### src/rtl/pn_pkg.sv
// Shared definitions for the spike receiver: packet classes, field positions,
// split-FSM state encoding and the syn-index decode helpers.
package pn_pkg;

  localparam int ADDR_W    = 16;
  localparam int DATA_W    = 32;
  localparam int PKT_W     = ADDR_W + DATA_W;
  localparam int IDX_W     = 7;
  localparam int CLASS_BIT = 15;
  localparam int RICH_BIT  = 12;
  localparam logic [15:0] CNT_MAX = 16'hFFFF;

  typedef enum logic [1:0] {
    PKT_PARAM = 2'd0,
    PKT_DUAL  = 2'd1,
    PKT_RICH  = 2'd2
  } pkt_class_e;

  typedef enum logic [1:0] {
    ST_IDLE   = 2'd0,
    ST_FIRST  = 2'd1,
    ST_SECOND = 2'd2
  } split_state_e;

  typedef struct packed {
    logic [ADDR_W-1:0] addr;
    logic [DATA_W-1:0] data;
  } pkt_t;

  function automatic pkt_class_e pkt_class(input logic [ADDR_W-1:0] addr);
    pkt_class_e cls;
    if (addr[CLASS_BIT]) cls = PKT_PARAM;
    else if (addr[RICH_BIT]) cls = PKT_RICH;
    else cls = PKT_DUAL;
    return cls;
  endfunction

  function automatic logic [IDX_W-1:0] dual_idx0(input logic [ADDR_W-1:0] addr);
    return {addr[14:13], addr[11:7]};
  endfunction

  function automatic logic [IDX_W-1:0] low_idx(input logic [ADDR_W-1:0] addr);
    return addr[6:0];
  endfunction

endpackage

### src/rtl/pn_spike_rx_if.sv
// Packet-in / beat-out bus of the spike receiver; master is the environment
// side (packet source and beat sink), slave is the receiver.
interface pn_spike_rx_if;
  import pn_pkg::*;

  logic              in_valid;
  logic              in_ready;
  logic [ADDR_W-1:0] in_ADDR;
  logic [DATA_W-1:0] in_DATA;
  logic              out_valid;
  logic              out_ready;
  logic [ADDR_W-1:0] out_ADDR;
  logic [DATA_W-1:0] out_DATA;
  logic              out_spike;
  logic [IDX_W-1:0]  out_syn_idx;

  modport master (
    output in_valid, in_ADDR, in_DATA, out_ready,
    input  in_ready, out_valid, out_ADDR, out_DATA, out_spike, out_syn_idx
  );

  modport slave (
    input  in_valid, in_ADDR, in_DATA, out_ready,
    output in_ready, out_valid, out_ADDR, out_DATA, out_spike, out_syn_idx
  );
endinterface

### src/rtl/pn_pkt_fifo.sv
// Packet FIFO holding {ADDR, DATA}; power-of-two depth so pointers wrap naturally.
module pn_pkt_fifo
  import pn_pkg::*;
#(
  parameter int DEPTH = 4
) (
  input  logic             clk,
  input  logic             rst,
  input  logic             push,
  input  logic [PKT_W-1:0] din,
  input  logic             pop,
  output logic [PKT_W-1:0] dout,
  output logic             full,
  output logic             empty
);
  localparam int PTR_W = (DEPTH > 1) ? $clog2(DEPTH) : 1;
  localparam int CNT_W = PTR_W + 1;

  logic [PKT_W-1:0] mem_r [DEPTH];
  logic [PTR_W-1:0] wr_ptr_r, rd_ptr_r;
  logic [CNT_W-1:0] count_r;
  logic             push_s, pop_s, full_s, empty_s;

  assign full_s  = (count_r == CNT_W'(DEPTH));
  assign empty_s = (count_r == {CNT_W{1'b0}});
  assign push_s  = push & ~full_s;
  assign pop_s   = pop & ~empty_s;
  assign full    = full_s;
  assign empty   = empty_s;
  assign dout    = mem_r[rd_ptr_r];

  // pointer and occupancy bookkeeping
  always_ff @(posedge clk) begin
    if (rst) begin
      wr_ptr_r <= {PTR_W{1'b0}};
      rd_ptr_r <= {PTR_W{1'b0}};
      count_r  <= {CNT_W{1'b0}};
    end else begin
      if (push_s) wr_ptr_r <= wr_ptr_r + PTR_W'(1);
      if (pop_s)  rd_ptr_r <= rd_ptr_r + PTR_W'(1);
      case ({push_s, pop_s})
        2'b10:   count_r <= count_r + CNT_W'(1);
        2'b01:   count_r <= count_r - CNT_W'(1);
        default: count_r <= count_r;
      endcase
    end
  end

  // entry storage, contents are don't-care until pushed
  always_ff @(posedge clk) begin
    if (push_s) mem_r[wr_ptr_r] <= din;
  end
endmodule

### src/rtl/pn_spike_rx.sv
// Spike receiver: buffers packets and splits them into decoder beats
// (DUAL spikes become two beats), counting delivered spike beats.
module pn_spike_rx
  import pn_pkg::*;
#(
  parameter int DEPTH = 4
) (
  input  logic         clk,
  input  logic         rst,
  pn_spike_rx_if.slave bus,
  output logic [15:0]  spike_cnt
);
  split_state_e      state_r, state_next_s;
  pkt_t              fifo_din_s, fifo_dout_s;
  pkt_class_e        load_cls_s;
  logic              fifo_full_s, fifo_empty_s;
  logic              fire_s, held_dual_s, load_s, second_s, load_spike_s;
  logic [IDX_W-1:0]  load_idx_s;
  logic              valid_r, spike_r;
  logic [ADDR_W-1:0] addr_r;
  logic [DATA_W-1:0] data_r;
  logic [IDX_W-1:0]  idx_r;
  logic [15:0]       spike_cnt_r;

  assign fifo_din_s.addr = bus.in_ADDR;
  assign fifo_din_s.data = bus.in_DATA;
  assign bus.in_ready    = ~fifo_full_s;

  pn_pkt_fifo #(.DEPTH(DEPTH)) u_fifo (
    .clk   (clk),
    .rst   (rst),
    .push  (bus.in_valid),
    .din   (fifo_din_s),
    .pop   (load_s),
    .dout  (fifo_dout_s),
    .full  (fifo_full_s),
    .empty (fifo_empty_s)
  );

  assign fire_s      = valid_r & bus.out_ready;
  assign held_dual_s = (pkt_class(addr_r) == PKT_DUAL);
  assign load_cls_s  = pkt_class(fifo_dout_s.addr);

  // split FSM state register
  always_ff @(posedge clk) begin
    if (rst) state_r <= ST_IDLE;
    else     state_r <= state_next_s;
  end

  // split FSM next state
  always_comb begin
    state_next_s = state_r;
    case (state_r)
      ST_IDLE: begin
        if (!fifo_empty_s) state_next_s = ST_FIRST;
        else               state_next_s = ST_IDLE;
      end
      ST_FIRST: begin
        if (fire_s && held_dual_s) state_next_s = ST_SECOND;
        else if (fire_s)           state_next_s = fifo_empty_s ? ST_IDLE : ST_FIRST;
        else                       state_next_s = ST_FIRST;
      end
      ST_SECOND: begin
        if (fire_s) state_next_s = fifo_empty_s ? ST_IDLE : ST_FIRST;
        else        state_next_s = ST_SECOND;
      end
      default: state_next_s = ST_IDLE;
    endcase
  end

  // split FSM outputs: pop a new packet or advance to the DUAL second beat
  always_comb begin
    load_s   = 1'b0;
    second_s = 1'b0;
    case (state_r)
      ST_IDLE:   load_s = ~fifo_empty_s;
      ST_FIRST: begin
        second_s = fire_s & held_dual_s;
        load_s   = fire_s & ~held_dual_s & ~fifo_empty_s;
      end
      ST_SECOND: load_s = fire_s & ~fifo_empty_s;
      default: begin
        load_s   = 1'b0;
        second_s = 1'b0;
      end
    endcase
  end

  // first-beat decode of the packet at the FIFO head
  always_comb begin
    load_spike_s = 1'b0;
    load_idx_s   = {IDX_W{1'b0}};
    case (load_cls_s)
      PKT_DUAL: begin
        load_spike_s = 1'b1;
        load_idx_s   = dual_idx0(fifo_dout_s.addr);
      end
      PKT_RICH: begin
        load_spike_s = 1'b1;
        load_idx_s   = low_idx(fifo_dout_s.addr);
      end
      default: begin
        load_spike_s = 1'b0;
        load_idx_s   = {IDX_W{1'b0}};
      end
    endcase
  end

  // output beat register; fields hold while stalled
  always_ff @(posedge clk) begin
    if (rst) begin
      valid_r <= 1'b0;
      addr_r  <= {ADDR_W{1'b0}};
      data_r  <= {DATA_W{1'b0}};
      spike_r <= 1'b0;
      idx_r   <= {IDX_W{1'b0}};
    end else if (load_s) begin
      valid_r <= 1'b1;
      addr_r  <= fifo_dout_s.addr;
      data_r  <= fifo_dout_s.data;
      spike_r <= load_spike_s;
      idx_r   <= load_idx_s;
    end else if (second_s) begin
      idx_r   <= low_idx(addr_r);
    end else if (fire_s) begin
      valid_r <= 1'b0;
    end
  end

  // saturating count of delivered spike beats
  always_ff @(posedge clk) begin
    if (rst) spike_cnt_r <= 16'd0;
    else if (fire_s && spike_r && (spike_cnt_r != CNT_MAX)) spike_cnt_r <= spike_cnt_r + 16'd1;
  end

  assign bus.out_valid   = valid_r;
  assign bus.out_ADDR    = addr_r;
  assign bus.out_DATA    = data_r;
  assign bus.out_spike   = spike_r;
  assign bus.out_syn_idx = idx_r;
  assign spike_cnt       = spike_cnt_r;
endmodule

### src/flat_wrapper.sv
// flat-port wrapper written by rule: the top's interface ports become plain ports
module pn_spike_rx_flat import pn_pkg::*;
#(
  parameter int DEPTH = 4
)
  (clk, rst, spike_cnt, bus_in_valid, bus_in_ADDR, bus_in_DATA, bus_out_ready, bus_in_ready, bus_out_valid, bus_out_ADDR, bus_out_DATA, bus_out_spike, bus_out_syn_idx);
  pn_spike_rx_if bus_i ();
  input  logic clk;
  input  logic rst;
  output logic [15:0] spike_cnt;
  input wire logic [$bits(bus_i.in_valid)-1:0] bus_in_valid;
  input wire logic [$bits(bus_i.in_ADDR)-1:0] bus_in_ADDR;
  input wire logic [$bits(bus_i.in_DATA)-1:0] bus_in_DATA;
  input wire logic [$bits(bus_i.out_ready)-1:0] bus_out_ready;
  output wire logic [$bits(bus_i.in_ready)-1:0] bus_in_ready;
  output wire logic [$bits(bus_i.out_valid)-1:0] bus_out_valid;
  output wire logic [$bits(bus_i.out_ADDR)-1:0] bus_out_ADDR;
  output wire logic [$bits(bus_i.out_DATA)-1:0] bus_out_DATA;
  output wire logic [$bits(bus_i.out_spike)-1:0] bus_out_spike;
  output wire logic [$bits(bus_i.out_syn_idx)-1:0] bus_out_syn_idx;
  assign bus_i.in_valid = bus_in_valid;
  assign bus_i.in_ADDR = bus_in_ADDR;
  assign bus_i.in_DATA = bus_in_DATA;
  assign bus_i.out_ready = bus_out_ready;
  assign bus_in_ready = bus_i.in_ready;
  assign bus_out_valid = bus_i.out_valid;
  assign bus_out_ADDR = bus_i.out_ADDR;
  assign bus_out_DATA = bus_i.out_DATA;
  assign bus_out_spike = bus_i.out_spike;
  assign bus_out_syn_idx = bus_i.out_syn_idx;
  pn_spike_rx #(.DEPTH(DEPTH)) u_core (.clk(clk), .rst(rst), .bus(bus_i), .spike_cnt(spike_cnt));
endmodule
### config.mk
export PLATFORM = sky130hd
export DESIGN_NAME = pn_spike_rx_flat
export DESIGN_NICKNAME = d
export VERILOG_FILES = /design/src/rtl/pn_pkg.sv /design/src/rtl/pn_spike_rx_if.sv /design/src/rtl/pn_pkt_fifo.sv /design/src/rtl/pn_spike_rx.sv /design/src/flat_wrapper.sv
export SDC_FILE = /design/constraint.sdc
export NUM_CORES = 1
export LEC_CHECK = 0
export CAP_MARGIN = 25
export CELL_PAD_IN_SITES_DETAIL_PLACEMENT = 0
export CELL_PAD_IN_SITES_GLOBAL_PLACEMENT = 1
export CORE_UTILIZATION = 44
export CTS_BUF_LIST = sky130_fd_sc_hd__clkbuf_4
export DETAILED_ROUTE_END_ITERATION = 12
export GPL_TIMING_DRIVEN = 0
export PLACE_DENSITY_LB_ADDON = 0.1
export SETUP_SLACK_MARGIN = 0.02
export SLEW_MARGIN = 20
export SYNTH_ARGS = -nofsm -noshare
export SYNTH_HDL_FRONTEND = slang
export SYNTH_HIERARCHICAL = 1
export SYNTH_SLANG_ARGS = --single-unit
### constraint.sdc
create_clock -name clk -period 2.65 [get_ports clk]
set_clock_uncertainty 0.05 [all_clocks]
set_input_delay 0.53 -clock clk [delete_from_list [all_inputs] [get_ports clk]]
set_output_delay 0.53 -clock clk [all_outputs]
set_load 0.01 [all_outputs]
==> flow_summary.toml <==
[worst_hold_path]
hold_class = "input pin to register"
min-delay-start = "rst"

[placement]
pre_cts_slack_ns = -0.510
place.gp.congestion = 0.822
hpwl_mm = 16.0
io_buffers = 123
place_inst = 1146

[status]
status = "finished clean"

[timing]
slew_violations = 0
setup_viol = 0
rsz0062_at_grt = "yes"
layout_setup_ws_ns = 0.0142
period_share = 0.995
relSlewSlack = 0.299
worst_slew_pin_slew_ns = 1.04
max_freq_mhz = 379
period_minus_slack_ns = 2.64
hold_viol = 0

[pwr]
power.density_nw_per_um2 = 971
vdd_drop_max_mv = 0.395
p_leak_nw = 4.55

[grt]
grt_pass1_wl_mm = 38.8
antenna_found_initial = 1
grt_max_degree = 42
grt-ovfl-total = 0
globalRouteTotalUtil = 0.210
grt_pass1_vias = 7258

[floorplanning]
io_pins = 126
core_um2 = 23600
die_w_um = 158
fp-row-count = 56
die_height_um = 158
dieArea_um2 = 24900
start_util = 0.452

[cts]
cts_root_buf = "clkbuf_4"
h-tree-depth = 3
cts_sinks = 276
cts_buffers = 72
insertion_delay_ns = 0.65
clockBufferDepth = 3
cts_tree = "yes"
ctsHoldBuffers = 0
clkTransAtPathRegs_ns = 0.07

[routing]
wirelength_mm = 25.1
vias = 6925
drc = 0
viasPerCell = 5.39
avgRoutedWirePerCell_um = 19.5
dr.pass1.iters = 4
drt_iter0_drc = 357
ant_nets = 0

[finish]
final_common_cell = "edfxtp_1"
final_cell_mix = "edfxtp_1 (192), clkbuf_4 (124), clkdlybuf4s50_1 (123)"
syn_to_final_growth_pct = 27.4
utilization = 0.576
stdcell_count = 1284
final_nets = 968
drive_gt1_frac = 0.237

[critical_path]
crit_type = "register to register"
cp.required_ns = 3.17
cp-end-kind = "register"
worstPathMaxFanout = 10
worstPathArrival_ns = 3.16
r2r-start = "u_core/state_r[0]"
critPathLaunchType = "register"
startpoint = "u_core/state_r[0]"

[synthesis]
synth_edf_count = 192
async_flop_share = 0
postSynthCellCount = 700
synth-main-ff-cell = "edfxtp_1"
synth.avg_cell_area_um2 = 15.3
synth-seq-cells = 276
synth_area_um2 = 10700
ys_types = 40
yosysSeqAreaShare = 0.698
ys_warn_count = 6
synth.net_count = 763

[run]
drv_cap = 0
-- flip-flops by register name, summed over array words and instances, names as in the netlist, named ones only --
register and flops:
u_core/u_fifo/count_r 3, u_core/u_fifo/wr_ptr_r 2, u_core/bus.out_ADDR 16, u_core/spike_cnt 16, u_core/bus.out_valid 1, u_core/bus.out_DATA 32, u_core/bus.out_syn_idx 7, u_core/state_r 2
u_core/u_fifo/rd_ptr_r 2, u_core/u_fifo/mem_r 192, u_core/bus.out_spike 1
-- final cells by class --
type	count	area, um^2
fill	1947	10000
clock inverter	9	116
multi-input combinational	363	3040
clock buffer	124	931
sequential	276	7450
timing repair buffer	133	1370
antenna	1	2.50
buffer	46	235
inverter	13	48.8
tap	319	399
-- metal layers --
layer,GRT usage,vias up,share of wire
met5,0,-,0
met4,0.0943,0,0.021
met3,0.0476,40,0.051
met2,0.356,205,0.51
met1,0.257,3475,0.42
li1,-,3205,-
-- synthesized netlist by cell type (2+ instances only) --
cell / instances / area [um^2]
dfxtp_1: 84 / 1680
and2_1: 5 / 31.3
clkbuf_1: 29 / 109
a21oi_1: 71 / 355
o21ai_0: 56 / 280
ha_1: 10 / 125
buf_2: 7 / 35.0
mux2i_1: 15 / 150
inv_1: 13 / 48.8
nand2b_1: 2 / 12.5
and4_1: 2 / 17.5
buf_1: 5 / 18.8
buf_6: 4 / 45.0
or3_1: 10 / 62.6
nand4_1: 7 / 43.8
nand3_1: 53 / 265
a211oi_1: 8 / 60.1
edfxtp_1: 192 / 5770
nor2_1: 16 / 60.1
xor2_1: 3 / 26.3
or4_1: 9 / 67.6
buf_4: 3 / 22.5
nor3_1: 9 / 45.0
mux4_2: 48 / 1080
or2_2: 2 / 12.5
o31ai_1: 12 / 90.1
nand2_1: 12 / 45.0
-- repair_timing --
item	4_1_cts	5_1_grt
endpoints found under the setup margin	4	20
setup buffers	4	2
pin swaps	2	5
gates resized for setup	14	10
-- worst paths after layout --
kind,to,slack [ns],cells past startpoint
max,u_core/u_fifo/count_r[2],0.01,13
min,register,0.21,2
min reg2reg,u_core/bus.out_DATA[7],0.43,2
max reg2reg,u_core/u_fifo/count_r[2],0.01,13
-- cell families after synthesis --
logic type	synth area share
mux	0.115
compound gates	0.0781
xor+xnor	0.00246
fa+ha+maj	0.0136
simple gates	0.0669
flops	0.698
buf+inv	0.0261
-- critical path, stage by stage, from the launching register on --
cell and delay [ns]:
dfxtp_2 0.33, ha_1 0.26, nor2_4 0.19, buf_8 0.19, nand2_8 0.06, inv_2 0.06, o31ai_2 0.07, inv_1 0.07
ha_2 0.18, inv_2 0.04, fa_1 0.40, xor2_1 0.17, or3_1 0.34, a21oi_2 0.13
-- power breakdown --
group,internal [mW],switching (mW)
Clock,2.39,1.64
Sequential,5.28,0.361
Combinational,1.62,1.92
Total,9.29,3.92
-- through the flow --
stage                     hold WS [ns]  cell area (um^2)  power (mW)  TNS (ns)
after detailed placement         0.421             12400        9.13     -1.02
after CTS                        0.148             13600        13.3   -0.0455
after global routing             0.197             13600        14.0    -0.155
after global placement           0.412             12300        9.02   -261.69
final                            0.209             13600        13.2         0
after floorplan                  0.409             10700        7.46         0
No activity file was read; power rests on OpenSTA's default activity.
